## config.mk

```make
export PLATFORM = sky130hd
export DESIGN_NAME = cache_memory_arbiter
export DESIGN_NICKNAME = d
export VERILOG_FILES = /design/src/rtl/cache_memory_arbiter.sv
export SDC_FILE = /design/constraint.sdc
export NUM_CORES = 1
export LEC_CHECK = 0
export ABC_CLOCK_PERIOD_IN_PS = 2300
export CAP_MARGIN = 20
export CORE_ASPECT_RATIO = 0.5
export CORE_MARGIN = 4
export CORE_UTILIZATION = 39
export CTS_CLUSTER_SIZE = 30
export DETAILED_ROUTE_END_ITERATION = 12
export PLACE_DENSITY = 0.81
export SLEW_MARGIN = 30
export SYNTH_ARGS = -nofsm -noshare
export SYNTH_HDL_FRONTEND = slang
export SYNTH_SLANG_ARGS = --single-unit
```

## constraint.sdc

```tcl
create_clock -name clk -period 2.3 [get_ports clk]
set_input_delay 0.46 -clock clk [delete_from_list [all_inputs] [get_ports clk]]
set_output_delay 0.46 -clock clk [all_outputs]
set_load 0.1 [all_outputs]
```

## src/rtl/cache_memory_arbiter.sv

```systemverilog
// Arbitrates one word-wide memory port between the I-cache and D-cache line engines,
// sequencing LINE_WORDS beats per granted line fill or write-back.
module cache_memory_arbiter #(
  parameter int LINE_WORDS = 8,
  parameter int CNT_WIDTH  = 3
) (
  input  logic        clk,
  input  logic        rst,
  input  logic        ic_req,
  input  logic [31:0] ic_addr,
  output logic        ic_data_valid,
  output logic [31:0] ic_data,
  output logic        ic_ready,
  input  logic        dc_req,
  input  logic        dc_we,
  input  logic [31:0] dc_addr,
  input  logic [31:0] dc_wdata,
  output logic        dc_wdata_accept,
  output logic        dc_data_valid,
  output logic [31:0] dc_data,
  output logic        dc_ready,
  output logic        mem_req,
  output logic        mem_we,
  output logic [31:0] mem_addr,
  output logic [31:0] mem_wdata,
  input  logic        mem_ack,
  input  logic [31:0] mem_rdata
);

  localparam int OFF_W  = CNT_WIDTH + 2;
  localparam int BASE_W = 32 - OFF_W;

  typedef enum logic [1:0] {IDLE, SERVE, DONE} state_t;
  typedef enum logic {SRC_IC, SRC_DC} src_t;

  state_t              state, state_next;
  src_t                grant, last_grant, pick;
  logic                we;
  logic [BASE_W-1:0]   base;
  logic [CNT_WIDTH-1:0] beat;
  logic                start;
  logic                last_beat;
  logic                beat_ack;
  logic                read_ack;

  // Offset bits inside the line are replaced by the beat counter.
  logic unused_offset;
  assign unused_offset = ^{ic_addr[OFF_W-1:0], dc_addr[OFF_W-1:0]};

  assign last_beat = (beat == CNT_WIDTH'(LINE_WORDS - 1));
  assign beat_ack  = (state == SERVE) && mem_ack;
  assign read_ack  = beat_ack && !we;

  // NOTE: every output of this block gets a default first, so no path can infer a latch.
  always_comb begin
    state_next      = state;
    pick            = SRC_IC;
    start           = 1'b0;
    mem_req         = 1'b0;
    mem_we          = 1'b0;
    mem_addr        = '0;
    mem_wdata       = '0;
    dc_wdata_accept = 1'b0;
    case (state)
      IDLE: begin
        if (ic_req || dc_req) begin
          start      = 1'b1;
          state_next = SERVE;
          // On a tie the side that did not win last time goes first.
          pick = (dc_req && (!ic_req || last_grant == SRC_IC)) ? SRC_DC : SRC_IC;
        end
      end
      SERVE: begin
        mem_req  = 1'b1;
        mem_we   = we;
        mem_addr = {base, beat, 2'b00};
        if (grant == SRC_DC && we) begin
          mem_wdata       = dc_wdata;
          dc_wdata_accept = mem_ack;
        end
        if (mem_ack && last_beat) state_next = DONE;
      end
      DONE:    state_next = IDLE;
      default: state_next = IDLE;
    endcase
  end

  // NOTE: sequential state uses non-blocking assignments only, so every flop sees pre-edge values.
  always_ff @(posedge clk) begin
    if (rst) begin
      state         <= IDLE;
      beat          <= '0;
      base          <= '0;
      we            <= 1'b0;
      grant         <= SRC_IC;
      last_grant    <= SRC_DC;
      ic_data_valid <= 1'b0;
      dc_data_valid <= 1'b0;
      ic_ready      <= 1'b0;
      dc_ready      <= 1'b0;
      ic_data       <= '0;
      dc_data       <= '0;
    end else begin
      state         <= state_next;
      ic_data_valid <= read_ack && (grant == SRC_IC);
      dc_data_valid <= read_ack && (grant == SRC_DC);
      ic_ready      <= beat_ack && last_beat && (grant == SRC_IC);
      dc_ready      <= beat_ack && last_beat && (grant == SRC_DC);
      if (start) begin
        grant      <= pick;
        last_grant <= pick;
        we         <= (pick == SRC_DC) && dc_we;
        base       <= (pick == SRC_DC) ? dc_addr[31:OFF_W] : ic_addr[31:OFF_W];
        beat       <= '0;
      end else if (beat_ack && !last_beat) begin
        beat <= beat + CNT_WIDTH'(1);
      end
      if (read_ack && grant == SRC_IC) ic_data <= mem_rdata;
      if (read_ack && grant == SRC_DC) dc_data <= mem_rdata;
    end
  end

endmodule

```

==> qor.csv, run 1 <==
stage,metric,value,unit
clock_tree,worst skew pair latency,0.34,ns
routing,initial DRC count,233,
pwr,Power Internal,3.159,mW
clock_tree,post-CTS setup buffer count,0,
pwr,Clock Power Share,0.327,
logic_synthesis,Async SR Flop Fraction,0,
sta,Final setup viols,0,
grt,initial antenna violation count,0,
routing,wire length per cell,17.14,um
min_path,Hold Path Class,register to register,
logic_synthesis,Main synth FF type,dfxtp_1,
clock_tree,CTS buffer count,9,
routing,Routed WL,16010,um
grt,largest net degree at the start of global routing,70,
layout,# nets final,899,
routing,via count,4705,
setup_path,CP Max Fanout,32,
floorplanning,Die X-Extent,166.6,um
layout,most frequent cells in the layout,"clkdlybuf4s50_1, dfxtp_1, nand2_1",
sta,final hold violation count,0,
routing,drt pass-1 iters,4,
setup_path,"Req. time, crit path",1.84,ns
layout,final core utilization,0.7016,
sta,Rel. slew slack,0.4590,
pwr,PD cells,558.1,nW/um^2
sta,RSZ-0062 raised after global routing,false,
setup_path,startpoint types,register,
sta,"Slew Viols, Final",0,
placed_design,post-DP HPWL,12150,um
grt,first-pass GRT wire length,24870,um
floorplanning,Site Rows,28,
pwr,combinational fraction of design power,0.266,
pwr,Peak VDD IR,518.7,uV
floorplanning,core area,12050,sq um
logic_synthesis,Syn Std Cell Area,4905,sq um
placed_design,buffers added on ports,256,
sta,Tightest Pin Transition,0.8097,ns
layout,"Area growth, synth to finish",72.40,%
clock_tree,Clock Path Buffers,2,
placed_design,GP Congestion,0.7782,
grt,gr usage total,0.2082,
pwr,sequential power share,0.407,
sta,Setup TNS Final,0,ns
outcome,status,"finished, final reports clean",
setup_path,WP data arrival,1.69,ns
logic_synthesis,Synth warnings,0,
clock_tree,CTS tree,built,
clock_tree,CTS Hold Bufs,0,
layout,"most common cell after layout, fill and taps aside",clkdlybuf4s50_1,
logic_synthesis,Synth Register Bits,103,
logic_synthesis,Synth cell types,35,
layout,share of layout cells above drive strength 1,0.2799,
floorplanning,Die Area,14540,sq um
sta,Final WS setup,0.1531,ns
clock_tree,clk root buf,clkbuf_16,
clock_tree,clk sinks,103,
routing,Residual DRC,0,
clock_tree,"Reg clk slew, reported paths",0.08,ns
routing,remaining antenna violation count,0,
clock_tree,H-Tree Depth,3,
setup_path,crit end category,primary output,
flow_run,max-capacitance violation count,0,
pwr,Switching Power,1.560,mW
sta,"Period Utilization, post-route",0.9334,
placed_design,DP Worst Slack,0.009127,ns
setup_path,Setup CP Type,register to primary output,
sta,final hold slack,0.4617,ns
floorplanning,chip height,87.30,um
pwr,switch share,0.3307,
pwr,Static Leak,3.655,nW
logic_synthesis,Post-synth EDFFs,0,
floorplanning,Ports,269,
logic_synthesis,syn avg cell area,9.272,sq um
logic_synthesis,post-synthesis sequential area ratio,0.4204,
floorplanning,initial core utilization,0.4070,
logic_synthesis,Mapped Cells,529,
sta,max frequency,465.8,MHz
grt,gr ovfl total,0,
routing,vias per cell,5.037,
grt,vias in the first global route,4741,
sta,Tmin final,2.147,ns
sta,Worst Skew,0.01402,ns
-- worst max-delay path, stage by stage, from the launching register on --
cell and delay (ns):
dfxtp_1 0.50, and3_1 0.24, buf_6 0.21, and2_2 0.22, buf_12 0.18
-- Yosys cell counts (2+ instances only) --
cell,instances,area share
and2_1,64,0.082
and4_1,54,0.096
nor2_1,4,0.0031
nor2b_1,28,0.036
mux2i_1,64,0.13
buf_1,3,0.0023
o21ai_0,4,0.0041
a21oi_1,3,0.0031
nor3_1,3,0.0031
inv_1,3,0.0023
ha_1,2,0.0051
nand2_1,100,0.077
buf_2,9,0.0092
a221o_1,27,0.055
buf_4,7,0.011
buf_6,2,0.0046
clkbuf_1,31,0.024
dfxtp_1,103,0.42
nand3_1,2,0.0020
-- logic make-up (layout without fill, tap and decap cells) --
family / count (synthesis) / in the layout / synth area share
AOI/OAI and AO/OA: 38 / 38 / 0.07066
buffers and inverters: 55 / 293 / 0.05280
xor gates and xnor gates: 1 / 1 / 0.001786
DFF: 103 / 103 / 0.4204
adders and majority gates: 2 / 2 / 0.005101
other: 1 / 3 / 0.0007646
and+or+nand+nor: 265 / 265 / 0.3179
muxes: 64 / 64 / 0.1306
-- repair_timing --
action	4_1_cts	5_1_grt
endpoints found under the setup margin	0	59
endpoints found under the hold margin	0	0
resized for setup	0	3
-- layer usage --
metal,share of wire,up-vias,track usage
met5,0,-,0
met4,0.018,0,0.04974
met3,0.042,20,0.04760
met2,0.51,113,0.3738
met1,0.43,2265,0.2580
li1,-,2307,-
-- path summary, 6_finish.rpt --
| check | startpoint | end | slack [ns] | depth (start not counted) |
|---|---|---|---|---|
| worst min register to register | ic_data[21] | ic_data[21] | 0.46 | 2 |
| worst max-delay path | grant | mem_wdata[9] | 0.15 | 4 |
| worst max register to register | state[0] | base[26] | 0.57 | 4 |
| worst min-delay path | ic_data[21] | ic_data[21] | 0.46 | 2 |
-- power by group through the flow --
stage | registers, mW | clock network, mW | logic, mW
finish | 1.92 | 1.55 | 1.26
global route | 1.93 | 1.67 | 1.31
CTS | 1.92 | 1.58 | 1.26
detailed placement | 1.96 | 0 | 1.26
global placement | 1.96 | 0 | 1.24
floorplan | 2.22 | 0 | 0.515
-- cell type report --
type                       count  area (sq um)
clock inverter                 6         70.07
inverter                       3         12.51
multi-input combinational    372          2641
clock buffer                  10         239.0
antenna                        1         2.502
sequential                   103          2064
tap                          165         206.4
fill                         936          3596
timing repair buffer         274          3219
-- stage by stage --
| step | cell area, sq um | total power [mW] | std cells |
|---|---|---|---|
| 6_report | 8456 | 4.719 | 934 |
| 5_1_grt | 8453 | 4.907 | 933 |
| 3_3_place_gp | 8138 | 3.196 | 917 |
| 4_1_cts | 8447 | 4.754 | 933 |
| 2_1_floorplan | 4959 | 2.731 | 530 |
| 3_5_place_dp | 8138 | 3.215 | 917 |
-- flip-flops by register name, indices dropped and copies added (netlist names), 2 cells and up --
name	flops
dc_data	32
ic_data	32
base	27
beat	3
state	2
Power figures use the tool's default switching activity.
==> inputs of run 2 (changes only) <==
Settings changed: CORE_ASPECT_RATIO 0.5 to 1.75.
==> run 2 against run 1 <==
Compared with the run above:
- register-to-register slack improved by 0.06 ns
- sequential power barely moved
- critical endpoint is now mem_wdata[23]
- count of clock-buffer cells in the layout fell by 1
- largest power group unchanged
- final area fell by 0.10%
- die area fell by 0.26%
- wire length rose by 3.2%
- fmax fell by 4.0%
- non-clock buffer count did not move
- sequential cell count did not move
- worst hold slack barely moved
==> qor.csv, run 2 (synthesized netlist as in run 1, its figures left out) <==
stage,metric,value,unit
outcome,status,"finished, final reports clean",
grt,gr ovfl total,0,
floorplanning,core area,12360,sq um
min_path,Hold Path Class,register to register,
routing,wire length per cell,17.65,um
clock_tree,"Reg clk slew, reported paths",0.07,ns
clock_tree,Clock Path Buffers,2,
setup_path,startpoint types,register,
pwr,PD cells,551.3,nW/um^2
setup_path,CP Max Fanout,32,
routing,Residual DRC,0,
sta,final hold slack,0.4616,ns
routing,drt pass-1 iters,4,
sta,Rel. slew slack,0.6015,
routing,remaining antenna violation count,0,
floorplanning,initial core utilization,0.3967,
pwr,Peak VDD IR,391.2,uV
layout,final non-filler cell total,936,
layout,most frequent cells in the layout,"clkdlybuf4s50_1, dfxtp_1, nand2_1",
floorplanning,Die X-Extent,92.77,um
pwr,switch share,0.3304,
placed_design,post-DP HPWL,12920,um
setup_path,"Req. time, crit path",1.84,ns
pwr,combinational fraction of design power,0.270,
routing,vias per cell,5.116,
clock_tree,CTS tree,built,
clock_tree,worst skew pair latency,0.34,ns
setup_path,reg2reg start,beat[0],
grt,largest net degree at the start of global routing,77,
layout,share of layout cells above drive strength 1,0.2799,
floorplanning,Site Rows,54,
sta,max frequency,447.2,MHz
floorplanning,Die Area,14500,sq um
sta,Worst Skew,0.006889,ns
routing,top sig layer,met4,
pwr,Switching Power,1.539,mW
routing,Met1 Wirelength,6131,um
placed_design,buffers added on ports,256,
layout,Antenna Cells,0,
layout,"Area growth, synth to finish",72.22,%
clock_tree,CTS Hold Bufs,0,
floorplanning,Ports,269,
clock_tree,clk root buf,clkbuf_16,
grt,gr usage total,0.2195,
routing,via count,4789,
placed_design,GP Congestion,0.8083,
setup_path,r2r worst-path depth,5,
sta,Tmin final,2.236,ns
sta,Tightest Pin Transition,0.5898,ns
setup_path,reg2reg setup slack,0.63,ns
grt,first-pass GRT wire length,25290,um
flow_run,max-capacitance violation count,0,
setup_path,critical path endpoint,mem_wdata[23],
setup_path,Setup CP Type,register to primary output,
routing,initial DRC count,146,
pwr,Clock Power Share,0.318,
sta,"Period Utilization, post-route",0.9723,
routing,met3 wire len,1240,um
placed_design,placed cell count,920,
layout,Largest regs,"dc_data (32), ic_data (32), base (27)",
setup_path,WP data arrival,1.78,ns
layout,final core utilization,0.6832,
layout,"most common cell after layout, fill and taps aside",clkdlybuf4s50_1,
sta,final hold violation count,0,
sta,Final setup viols,0,
setup_path,RR Endpoint,beat[0],
grt,vias in the first global route,4816,
setup_path,crit end category,primary output,
pwr,sequential power share,0.412,
grt,initial antenna violation count,0,
sta,Setup TNS Final,0,ns
placed_design,DP Worst Slack,0.02903,ns
sta,RSZ-0062 raised after global routing,false,
pwr,Power Internal,3.118,mW
clock_tree,CTS buffer count,9,
setup_path,CP Launch Point,state[1],
clock_tree,clk sinks,103,
layout,# nets final,899,
floorplanning,chip height,156.4,um
sta,"Slew Viols, Final",0,
routing,met2 WL post-DR,8904,um
routing,Routed WL,16520,um
pwr,Static Leak,3.651,nW
sta,Final WS setup,0.06378,ns
clock_tree,H-Tree Depth,3,
[run 2: area by class of cell]
cell class | instances | area [sq um]
timing repair buffer | 274 | 3228
tap | 168 | 210.2
inverter | 3 | 12.51
clock buffer | 9 | 225.2
fill | 933 | 3918
sequential | 103 | 2067
clock inverter | 7 | 62.56
multi-input combinational | 372 | 2641
[run 2: worst min-delay path by stage]
stage | cells after the start | end | slack, ns | startpoint
after floorplan | 1 | base[17] | 0.45 | base[17]
after global placement | 2 | ic_data[22] | 0.44 | ic_data[22]
after detailed placement | 2 | ic_data[18] | 0.45 | ic_data[18]
after CTS | 2 | dc_data[7] | 0.47 | dc_data[7]
after global routing | 2 | dc_data[7] | 0.48 | dc_data[7]
final | 2 | ic_data[4] | 0.46 | ic_data[4]
[run 2: power groups by stage]
stage	registers (mW)	logic, mW	clock network [mW]
6_report	1.92	1.26	1.48
5_1_grt	1.93	1.31	1.61
4_1_cts	1.92	1.26	1.53
3_5_place_dp	1.96	1.26	0
3_3_place_gp	1.96	1.24	0
2_1_floorplan	2.22	0.515	0
[run 2: per-layer routing]
metal / vias to the layer above / track usage
li1: 2315 / -
met1: 2260 / 0.2435
met2: 198 / 0.4050
met3: 16 / 0.05916
met4: 0 / 0.06359
met5: - / 0
[run 2: timing repair]
action                                  CTS  global route
endpoints found under the setup margin   32            32
setup buffers                             0             0
pin swaps                                 0             0
resized for setup                         2             4
[run 2: per-stage QoR]
stage	total power, mW	instance area [sq um]
after global placement	3.193	8142
final	4.656	8447
after CTS	4.714	8434
after floorplan	2.731	4959
after detailed placement	3.217	8142
after global routing	4.848	8447
[run 2: critical path, cell delays in order (launching register included)]
cell	delay (ns)
dfxtp_2	0.35
and2b_1	0.26
and3_1	0.25
buf_12	0.18
and2_1	0.20
buf_12	0.19
